File: config.mk
export PLATFORM = sky130hd
export DESIGN_NAME = ps2_key_serializer
export DESIGN_NICKNAME = d
export VERILOG_FILES = /design/src/rtl/ps2_key_serializer.sv
export SDC_FILE = /design/constraint.sdc
export NUM_CORES = 1
export LEC_CHECK = 0
export CORE_MARGIN = 2
export CORE_UTILIZATION = 61
export CTS_CLUSTER_DIAMETER = 150
export DETAILED_ROUTE_END_ITERATION = 6
export PLACE_DENSITY = 0.8
export RECOVER_POWER = 25
export SLEW_MARGIN = 20
export SYNTH_ARGS = -nofsm -noshare
export SYNTH_HDL_FRONTEND = slang
export SYNTH_SLANG_ARGS = --single-unit
export TNS_END_PERCENT = 20
File: constraint.sdc
create_clock -name clk_sys -period 3.45 [get_ports clk_sys]
set_input_delay 0.69 -clock clk_sys [delete_from_list [all_inputs] [get_ports clk_sys]]
set_output_delay 0.69 -clock clk_sys [all_outputs]
set_load 0.1 [all_outputs]
File: src/rtl/ps2_key_serializer.sv
// Turns hps_io ps2_key toggle events into device-side PS/2 frames (start, 8 data LSB first,
// odd parity, stop) on registered clock/data lines that idle high.
module ps2_key_serializer #(
    parameter int unsigned HALF_PERIOD = 1145,
    parameter int unsigned GAP         = 2290,
    parameter int unsigned FIFO_DEPTH  = 8
) (
    input  logic        clk_sys,
    input  logic        reset,
    input  logic [10:0] ps2_key,
    output logic        ps2_clk,
    output logic        ps2_data,
    output logic        busy,
    output logic        overflow
);

    localparam int unsigned AW   = $clog2(FIFO_DEPTH);
    localparam int unsigned CW   = AW + 1;
    localparam int unsigned TMAX = (HALF_PERIOD > GAP) ? HALF_PERIOD : GAP;
    localparam int unsigned TW   = $clog2(TMAX + 1);

    localparam logic [TW-1:0] HalfLoad = TW'(HALF_PERIOD - 1);
    localparam logic [TW-1:0] GapLoad  = TW'(GAP - 1);
    localparam logic [CW-1:0] DepthC   = CW'(FIFO_DEPTH);

    typedef enum logic [1:0] {PIdle, PE0, PF0, PCode} push_st_e;
    typedef enum logic [1:0] {SIdle, SHigh, SLow, SGap} ser_st_e;

    push_st_e push_st_q, push_st_d;
    logic     prev_toggle_q, prev_toggle_d;
    logic     pressed_q, pressed_d;
    logic     ext_q, ext_d;
    logic [7:0] code_q, code_d;
    logic     overflow_q, overflow_d;

    logic [7:0]    mem_q [FIFO_DEPTH];
    logic [AW-1:0] wr_ptr_q, rd_ptr_q;
    logic [CW-1:0] count_q;
    logic          push_en, pop_en;
    logic [7:0]    push_byte;
    logic [CW-1:0] free_cnt;
    logic [1:0]    needed;

    ser_st_e       ser_st_q, ser_st_d;
    logic [10:0]   frame_q, frame_d;
    logic [3:0]    idx_q, idx_d;
    logic [TW-1:0] cnt_q, cnt_d;
    logic          clk_q, clk_d;
    logic          data_q, data_d;

    assign free_cnt = DepthC - count_q;
    assign needed   = 2'd1 + {1'b0, ps2_key[8]} + {1'b0, ~ps2_key[9]};

    // Acceptance reserves all bytes of an event up front, so a push never finds the FIFO full.
    always_comb begin
        push_st_d     = push_st_q;
        prev_toggle_d = prev_toggle_q;
        pressed_d     = pressed_q;
        ext_d         = ext_q;
        code_d        = code_q;
        overflow_d    = 1'b0;
        push_en       = 1'b0;
        push_byte     = code_q;
        unique case (push_st_q)
            PIdle: begin
                if (ps2_key[10] != prev_toggle_q) begin
                    prev_toggle_d = ps2_key[10];
                    pressed_d     = ps2_key[9];
                    ext_d         = ps2_key[8];
                    code_d        = ps2_key[7:0];
                    if (free_cnt >= CW'(needed)) begin
                        if (ps2_key[8])       push_st_d = PE0;
                        else if (!ps2_key[9]) push_st_d = PF0;
                        else                  push_st_d = PCode;
                    end else begin
                        overflow_d = 1'b1;
                    end
                end
            end
            PE0: begin
                push_en   = 1'b1;
                push_byte = 8'hE0;
                push_st_d = pressed_q ? PCode : PF0;
            end
            PF0: begin
                push_en   = 1'b1;
                push_byte = 8'hF0;
                push_st_d = PCode;
            end
            PCode: begin
                push_en   = 1'b1;
                push_byte = code_q;
                push_st_d = PIdle;
            end
            default: push_st_d = PIdle;
        endcase
    end

    always_comb begin
        ser_st_d = ser_st_q;
        frame_d  = frame_q;
        idx_d    = idx_q;
        cnt_d    = cnt_q;
        pop_en   = 1'b0;
        unique case (ser_st_q)
            SIdle: begin
                if (count_q != '0) begin
                    pop_en   = 1'b1;
                    frame_d  = {1'b1, ~^mem_q[rd_ptr_q], mem_q[rd_ptr_q], 1'b0};
                    idx_d    = 4'd0;
                    cnt_d    = HalfLoad;
                    ser_st_d = SHigh;
                end
            end
            SHigh: begin
                if (cnt_q == '0) begin
                    cnt_d    = HalfLoad;
                    ser_st_d = SLow;
                end else begin
                    cnt_d = cnt_q - 1'b1;
                end
            end
            SLow: begin
                if (cnt_q == '0) begin
                    if (idx_q == 4'd10) begin
                        cnt_d    = GapLoad;
                        ser_st_d = SGap;
                    end else begin
                        idx_d    = idx_q + 4'd1;
                        cnt_d    = HalfLoad;
                        ser_st_d = SHigh;
                    end
                end else begin
                    cnt_d = cnt_q - 1'b1;
                end
            end
            SGap: begin
                if (cnt_q == '0) ser_st_d = SIdle;
                else             cnt_d    = cnt_q - 1'b1;
            end
            default: ser_st_d = SIdle;
        endcase
        // Line levels follow the next state so they line up with the state register.
        clk_d  = (ser_st_d != SLow);
        data_d = (ser_st_d == SHigh || ser_st_d == SLow) ? frame_d[idx_d] : 1'b1;
    end

    always_ff @(posedge clk_sys) begin
        if (reset) begin
            push_st_q     <= PIdle;
            prev_toggle_q <= ps2_key[10];
            pressed_q     <= 1'b0;
            ext_q         <= 1'b0;
            code_q        <= 8'h00;
            overflow_q    <= 1'b0;
            wr_ptr_q      <= '0;
            rd_ptr_q      <= '0;
            count_q       <= '0;
            ser_st_q      <= SIdle;
            frame_q       <= '1;
            idx_q         <= 4'd0;
            cnt_q         <= '0;
            clk_q         <= 1'b1;
            data_q        <= 1'b1;
        end else begin
            push_st_q     <= push_st_d;
            prev_toggle_q <= prev_toggle_d;
            pressed_q     <= pressed_d;
            ext_q         <= ext_d;
            code_q        <= code_d;
            overflow_q    <= overflow_d;
            if (push_en) wr_ptr_q <= wr_ptr_q + AW'(1);
            if (pop_en)  rd_ptr_q <= rd_ptr_q + AW'(1);
            if (push_en && !pop_en)      count_q <= count_q + CW'(1);
            else if (!push_en && pop_en) count_q <= count_q - CW'(1);
            ser_st_q      <= ser_st_d;
            frame_q       <= frame_d;
            idx_q         <= idx_d;
            cnt_q         <= cnt_d;
            clk_q         <= clk_d;
            data_q        <= data_d;
        end
    end

    always_ff @(posedge clk_sys) begin
        if (push_en) mem_q[wr_ptr_q] <= push_byte;
    end

    assign ps2_clk  = clk_q;
    assign ps2_data = data_q;
    assign overflow = overflow_q;
    assign busy     = (ser_st_q != SIdle) | (count_q != '0) | (push_st_q != PIdle);

endmodule

==> impl_metrics.py, run 1 <==
metrics = {
    "run_status": {
        "outcome": "finished, final reports clean",
    },
    "pwr": {
        "leakage_nw": 2.32,
        "power.density_mw_per_mm2": 1010,
        "ir_worst_vdd_uv": 645,
    },
    "logic_synthesis": {
        "yosys.area.top_type": "edfxtp_1",
        "async_reset_ff_share_pct": 0,
        "synth_seq_cells": 121,
        "synth_area_per_cell_um2": 11.7,
        "muxShareOfSynthArea_pct": 8.07,
        "synth_area_mm2": 0.00551,
        "synth_nets": 501,
        "ys_types": 61,
        "synth-xor-area-share_pct": 3.27,
        "synth_top_family_by_area": "simple AND/OR/NAND/NOR gates",
        "yosys_warnings": 0,
        "synth_edf_count": 65,
        "synth_top_area_share_pct": 35.5,
        "ys_top_cells_by_area": "edfxtp_1 (35%), dfxtp_1 (20%), mux2i_1 (4.2%)",
        "synthAdderAreaFrac_pct": 4.45,
        "synthCells": 469,
        "synth_compound_area_share_pct": 11.2,
        "synth-simple-area-share_pct": 14.0,
        "ys.flop_type": "edfxtp_1",
        "ys_seq_area_share_pct": 55.8,
    },
    "floorplanning": {
        "chipHeight_um": 99,
        "ioPinCount": 17,
        "fp-row-count": 34,
        "core-area_mm2": 0.00872,
        "start_util_pct": 63.1,
        "die_w_um": 99,
        "die_area_mm2": 0.00980,
    },
    "setup_path": {
        "critPathArrivalTime_ns": 2.60,
        "slowest_delay_ns": 0.45,
        "cp_slowest_cell": "nor2_1",
        "r2r-end": "ps2_data",
        "path_cells": "inv_1 -> ha_1 -> or3b_1 -> buf_4 -> nor2_1 -> nand2_1 -> buf_4",
        "cp.required_ns": 2.76,
        "cp_max_fo": 9,
        "endpoint_kind": "output pin",
        "startpoint_type": "flip-flop",
        "crit_family": "simple AND/OR/NAND/NOR gates",
        "r2r_cells": 9,
        "critPathBufInv": 3,
        "crit_type": "flip-flop to output pin",
        "path_depth": 7,
        "r2r_start": "cnt_q[0]",
        "reg2reg_setup_slack_ns": 0.36,
        "cpMostUsedCell": "buf_4",
    },
    "clock_network": {
        "cts_tree": "yes",
        "h-tree-depth": 4,
        "post_cts_buffers": 0,
        "hold_buffers": 0,
        "clk_latency_ns": 0.50,
        "clock_sinks": 121,
        "clockRootBuffer": "clkbuf_8",
        "cts.repair.resized": 0,
        "cts_buffers": 17,
        "path_clk_slew_ns": 0.06,
        "clock_path_buffers": 2,
    },
    "routing": {
        "wl_per_cell_um": 19.4,
        "viasPerCell": 6.28,
        "routed_wl_um": 11900,
        "route.detailed.drc": 0,
        "dr.pass1.iters": 5,
        "vias": 3866,
        "first_iter_violations": 247,
        "drt.antenna.violating_nets": 0,
    },
    "timing": {
        "maxSlewHeadroom_pct": 35.1,
        "rsz0062_at_grt": "false",
        "setup_viol_count_final": 0,
        "max_slew.worst_pin.slew_ns": 0.970,
        "timing.final.crit_share_pct": 95.5,
        "setup_tns_ns": 0,
        "fin_skew_ns": 0.0131,
        "setup_slack_ns": 0.157,
        "hold_violations": 0,
        "slew_violations": 0,
        "layout_min_cycle_time_ns": 3.29,
        "fmax_ghz": 0.304,
        "holdWs_ns": 0.472,
    },
    "global_routing": {
        "met3_usage_pct": 6.31,
        "grt_pass1_vias": 3981,
        "antenna_found_initial": 0,
        "grt-busiest-layer": "met2",
        "gr-usage-met1_pct": 31.1,
        "overflow": 0,
        "grt_usage_pct": 25.8,
        "grt_use_met2_pct": 44.3,
        "grt_pass1_wl_um": 19500,
        "grt_max_degree": 22,
    },
    "layout": {
        "fin_nets": 527,
        "fill_cells": 547,
        "layout_common_cells": "edfxtp_1 (65), dfxtp_1 (56), nor2_1 (38)",
        "seqCellArea_mm2": 0.00307,
        "multi_input_area_mm2": 0.00226,
        "diodes": 0,
        "area_growth_pct": 15.1,
        "drive_gt1_share_pct": 11.8,
        "final_common_cell": "edfxtp_1",
    },
    "place": {
        "place_congestion": 0.885,
        "pre_cts_ws_ns": 0.412,
        "hpwl_um": 7490,
        "numPortBuffers": 16,
    },
    "hold_path": {
        "hold_path_class": "flip-flop to flip-flop",
        "worstHoldEndpoint": "frame_q[10]",
        "hold_depth": 1,
        "min_from": "frame_q[10]",
    },
    "run": {
        "drv_cap": 0,
    },
}
[state kept, by name, summed over array words and instances, names as in the netlist, 2 cells and up, named ones only]
register,flops
count_q,4
idx_q,4
mem_q,64
ser_st_q,2
frame_q,11
wr_ptr_q,3
push_st_q,2
rd_ptr_q,3
cnt_q,12
code_q,8
[cells in the mapped netlist, types with 2 or more instances]
| cell | instances |
|---|---|
| edfxtp_1 | 65 |
| dfxtp_1 | 56 |
| nor2_1 | 38 |
| nand2_1 | 37 |
| a21oi_1 | 26 |
| mux2i_1 | 23 |
| ha_1 | 18 |
| nor3_1 | 16 |
| inv_1 | 15 |
| o21ai_0 | 14 |
| clkbuf_1 | 13 |
| xnor2_1 | 12 |
| a22o_1 | 10 |
| nor2b_1 | 9 |
| mux4_2 | 8 |
| nand2b_1 | 8 |
| a211oi_1 | 7 |
| a22oi_1 | 6 |
| nand3_1 | 6 |
| xor2_1 | 6 |
| or2_2 | 5 |
| or3_1 | 5 |
| a21boi_0 | 4 |
| buf_2 | 4 |
| nor4_1 | 4 |
| o211ai_1 | 4 |
| a21o_1 | 3 |
| a31oi_1 | 3 |
| and2_1 | 3 |
| buf_6 | 3 |
| mux2_2 | 3 |
| or4_1 | 3 |
| and2_4 | 2 |
| and4b_1 | 2 |
| nand3b_1 | 2 |
[final cells by class]
type / count / share of cell area, %
repair buffers: 28 / 3.73
clock inverters: 13 / 2.29
well taps: 108 / 2.13
multi-input cells: 311 / 35.7
inverters: 16 / 1.03
flip-flops and latches: 121 / 48.5
clock buffers: 19 / 6.65
[cells by family (layout without fill, tap and decap cells)]
family	Yosys count	in the layout
xor gates and xnor gates	19	19
AOI/OAI and AO/OA	91	91
DFF	121	121
and+or+nand+nor	148	148
buffers and inverters	37	76
adders and majority gates	19	19
muxes	34	34
[where the power goes]
group	internal (W)	switching (W)	total, W
combinational	0.00104	0.00148	0.00251
sequential	0.00195	0.000224	0.00217
clock	0.00103	0.000652	0.00169
total	0.00402	0.00235	0.00637
[how the worst max path moves through the flow]
stage | startpoint | endpoint | slack (ns)
4_1_cts | count_q[0] | busy | 0.19
3_3_place_gp | ps2_key[9] | push_st_q[1] | 0.54
6_report | count_q[0] | busy | 0.16
2_1_floorplan | count_q[0] | count_q[3] | 0.65
3_5_place_dp | ps2_key[9] | push_st_q[1] | 0.41
5_1_grt | count_q[0] | busy | 0.04
[per-layer routing]
layer / wire [um] / vias to the layer above / part of all wire, %
met5: 0 / - / 0
met4: 211 / 0 / 1.8
met3: 799 / 20 / 6.7
met2: 6210 / 181 / 52
met1: 4710 / 1881 / 39
li1: - / 1784 / -
[metrics by stage]
stage	utilization, %	total power [W]	area (um2)	instances
after floorplan	-	0.00405	5510	469
after global placement	66.3	0.00448	5780	584
after detailed placement	66.3	0.00461	5780	584
after CTS	72.8	0.00635	6350	616
after global routing	72.7	0.00671	6340	616
final	72.7	0.00637	6340	616
Note: power is estimated with default switching activity, not from simulation.
==> run 2: changes to the inputs <==
- GPL_TIMING_DRIVEN: not set -> 0
==> impl_metrics.py, run 2 (synthesis gave the netlist of run 1 again) <==
metrics = {
    "pwr": {
        "leakage_nw": 2.35,
        "p_switching_w": 0.00243,
        "power.density_mw_per_mm2": 1010,
        "switching_share_pct": 37.7,
        "p_clk_share_pct": 27.1,
        "ir_worst_vdd_uv": 713,
        "internal-power_w": 0.00401,
        "power_frac_comb_pct": 39.5,
        "seqPwrFrac_pct": 33.4,
    },
    "timing": {
        "layout_min_cycle_time_ns": 3.34,
        "setup_slack_ns": 0.108,
        "timing.final.crit_share_pct": 96.9,
        "setup_viol_count_final": 0,
        "slew_violations": 0,
        "fin_skew_ns": 0.0113,
        "setup_tns_ns": 0,
        "max_slew.worst_pin.slew_ns": 1.00,
        "hold_violations": 0,
        "maxSlewHeadroom_pct": 32.8,
        "fmax_ghz": 0.299,
        "rsz0062_at_grt": "false",
    },
    "hold_path": {
        "hold_path_class": "flip-flop to flip-flop",
    },
    "routing": {
        "first_iter_violations": 261,
        "wl_per_cell_um": 19.1,
        "dr.pass1.iters": 6,
        "vias": 3880,
        "route.detailed.drc": 0,
        "drt.antenna.violating_nets": 0,
        "routed_wl_um": 11900,
        "viasPerCell": 6.21,
    },
    "layout": {
        "diodes": 0,
        "largest_reg_flops": 64,
        "layout_common_cells": "edfxtp_1 (65), dfxtp_1 (56), nor2_1 (37), nand2_1 (37), a21oi_1 (26)",
        "largest_register": "mem_q",
        "drive_gt1_share_pct": 13.3,
        "top_regs": "mem_q x64, cnt_q x12, frame_q x11",
        "final_common_cell": "edfxtp_1",
        "fin_nets": 536,
        "area_growth_pct": 16.4,
        "layoutNonFillerInstCount": 625,
    },
    "floorplanning": {
        "ioPinCount": 17,
        "fp-row-count": 34,
        "die_area_mm2": 0.00980,
        "chipHeight_um": 99,
        "die_w_um": 99,
        "core-area_mm2": 0.00872,
        "start_util_pct": 63.1,
    },
    "clock_network": {
        "clock_path_buffers": 2,
        "clock_sinks": 121,
        "cts_tree": "yes",
        "hold_buffers": 0,
        "cts.repair.resized": 3,
        "h-tree-depth": 4,
        "cts_buffers": 17,
        "path_clk_slew_ns": 0.06,
        "clk_latency_ns": 0.54,
        "clockRootBuffer": "clkbuf_8",
        "post_cts_buffers": 0,
    },
    "global_routing": {
        "grt_max_degree": 17,
        "grt_pass1_vias": 3834,
        "antenna_found_initial": 0,
        "overflow": 0,
        "grt_usage_pct": 26.2,
        "grt_pass1_wl_um": 19400,
    },
    "place": {
        "dp.cells": 593,
        "pre_cts_ws_ns": 0.100,
        "numPortBuffers": 15,
        "hpwl_um": 7660,
        "place_congestion": 0.857,
    },
    "setup_path": {
        "endpoint_kind": "output pin",
        "cp_max_fo": 10,
        "cp.required_ns": 2.76,
        "crit_type": "flip-flop to output pin",
        "critPathArrivalTime_ns": 2.65,
        "startpoint_type": "flip-flop",
    },
    "run_status": {
        "outcome": "finished, final reports clean",
    },
    "run": {
        "drv_cap": 0,
    },
}
run 2: final cells by class:
cell class / count / area [um2]
buffer: 21 / 106
clock buffer: 18 / 428
clock inverter: 14 / 153
fill: 572 / 2310
inverter: 16 / 65.1
multi-input combinational: 311 / 2290
sequential: 121 / 3070
tap: 108 / 135
timing repair buffer: 16 / 156
run 2: worst max-delay path, stage by stage (launching register included):
cell	delay, ns
dfxtp_1	0.38
inv_1	0.12
ha_1	0.19
or3b_1	0.39
buf_6	0.17
nor2_2	0.30
nand2_1	0.09
clkdlybuf4s15_2	0.47
run 2: stage by stage:
step	utilization, %	hold slack [ns]	total power, W	area [um2]
floorplan	-	0.417	0.00405	5510
global route	73.5	0.491	0.00678	6410
CTS	73.4	0.455	0.00641	6400
global placement	66.4	0.431	0.00451	5790
detailed placement	66.8	0.437	0.00463	5820
finish	73.5	0.463	0.00644	6410
run 2: final timing paths:
path / startpoint / endpoint / slack, ns / depth (start not counted)
max: count_q[0] / busy / 0.11 / 7
min: frame_q[10] / frame_q[10] / 0.46 / 1
max reg2reg: count_q[0] / ps2_data / 0.20 / 12
min reg2reg: frame_q[10] / frame_q[10] / 0.46 / 1
run 2: routing by layer:
metal,vias to the layer above,global-route usage [%],wire length (um)
met5,-,0,0
met4,0,10.1,193
met3,20,6.67,636
met2,127,43.0,6010
met1,1924,33.5,5100
li1,1809,-,-
run 2: power by group through the flow:
| stage | Combinational (W) | Sequential (W) | Clock (W) |
|---|---|---|---|
| after detailed placement | 0.00247 | 0.00217 | 0 |
| after global placement | 0.00236 | 0.00214 | 0 |
| after global routing | 0.00278 | 0.00219 | 0.00182 |
| after CTS | 0.00252 | 0.00215 | 0.00175 |
| final | 0.00255 | 0.00215 | 0.00174 |
| after floorplan | 0.00190 | 0.00216 | 0 |
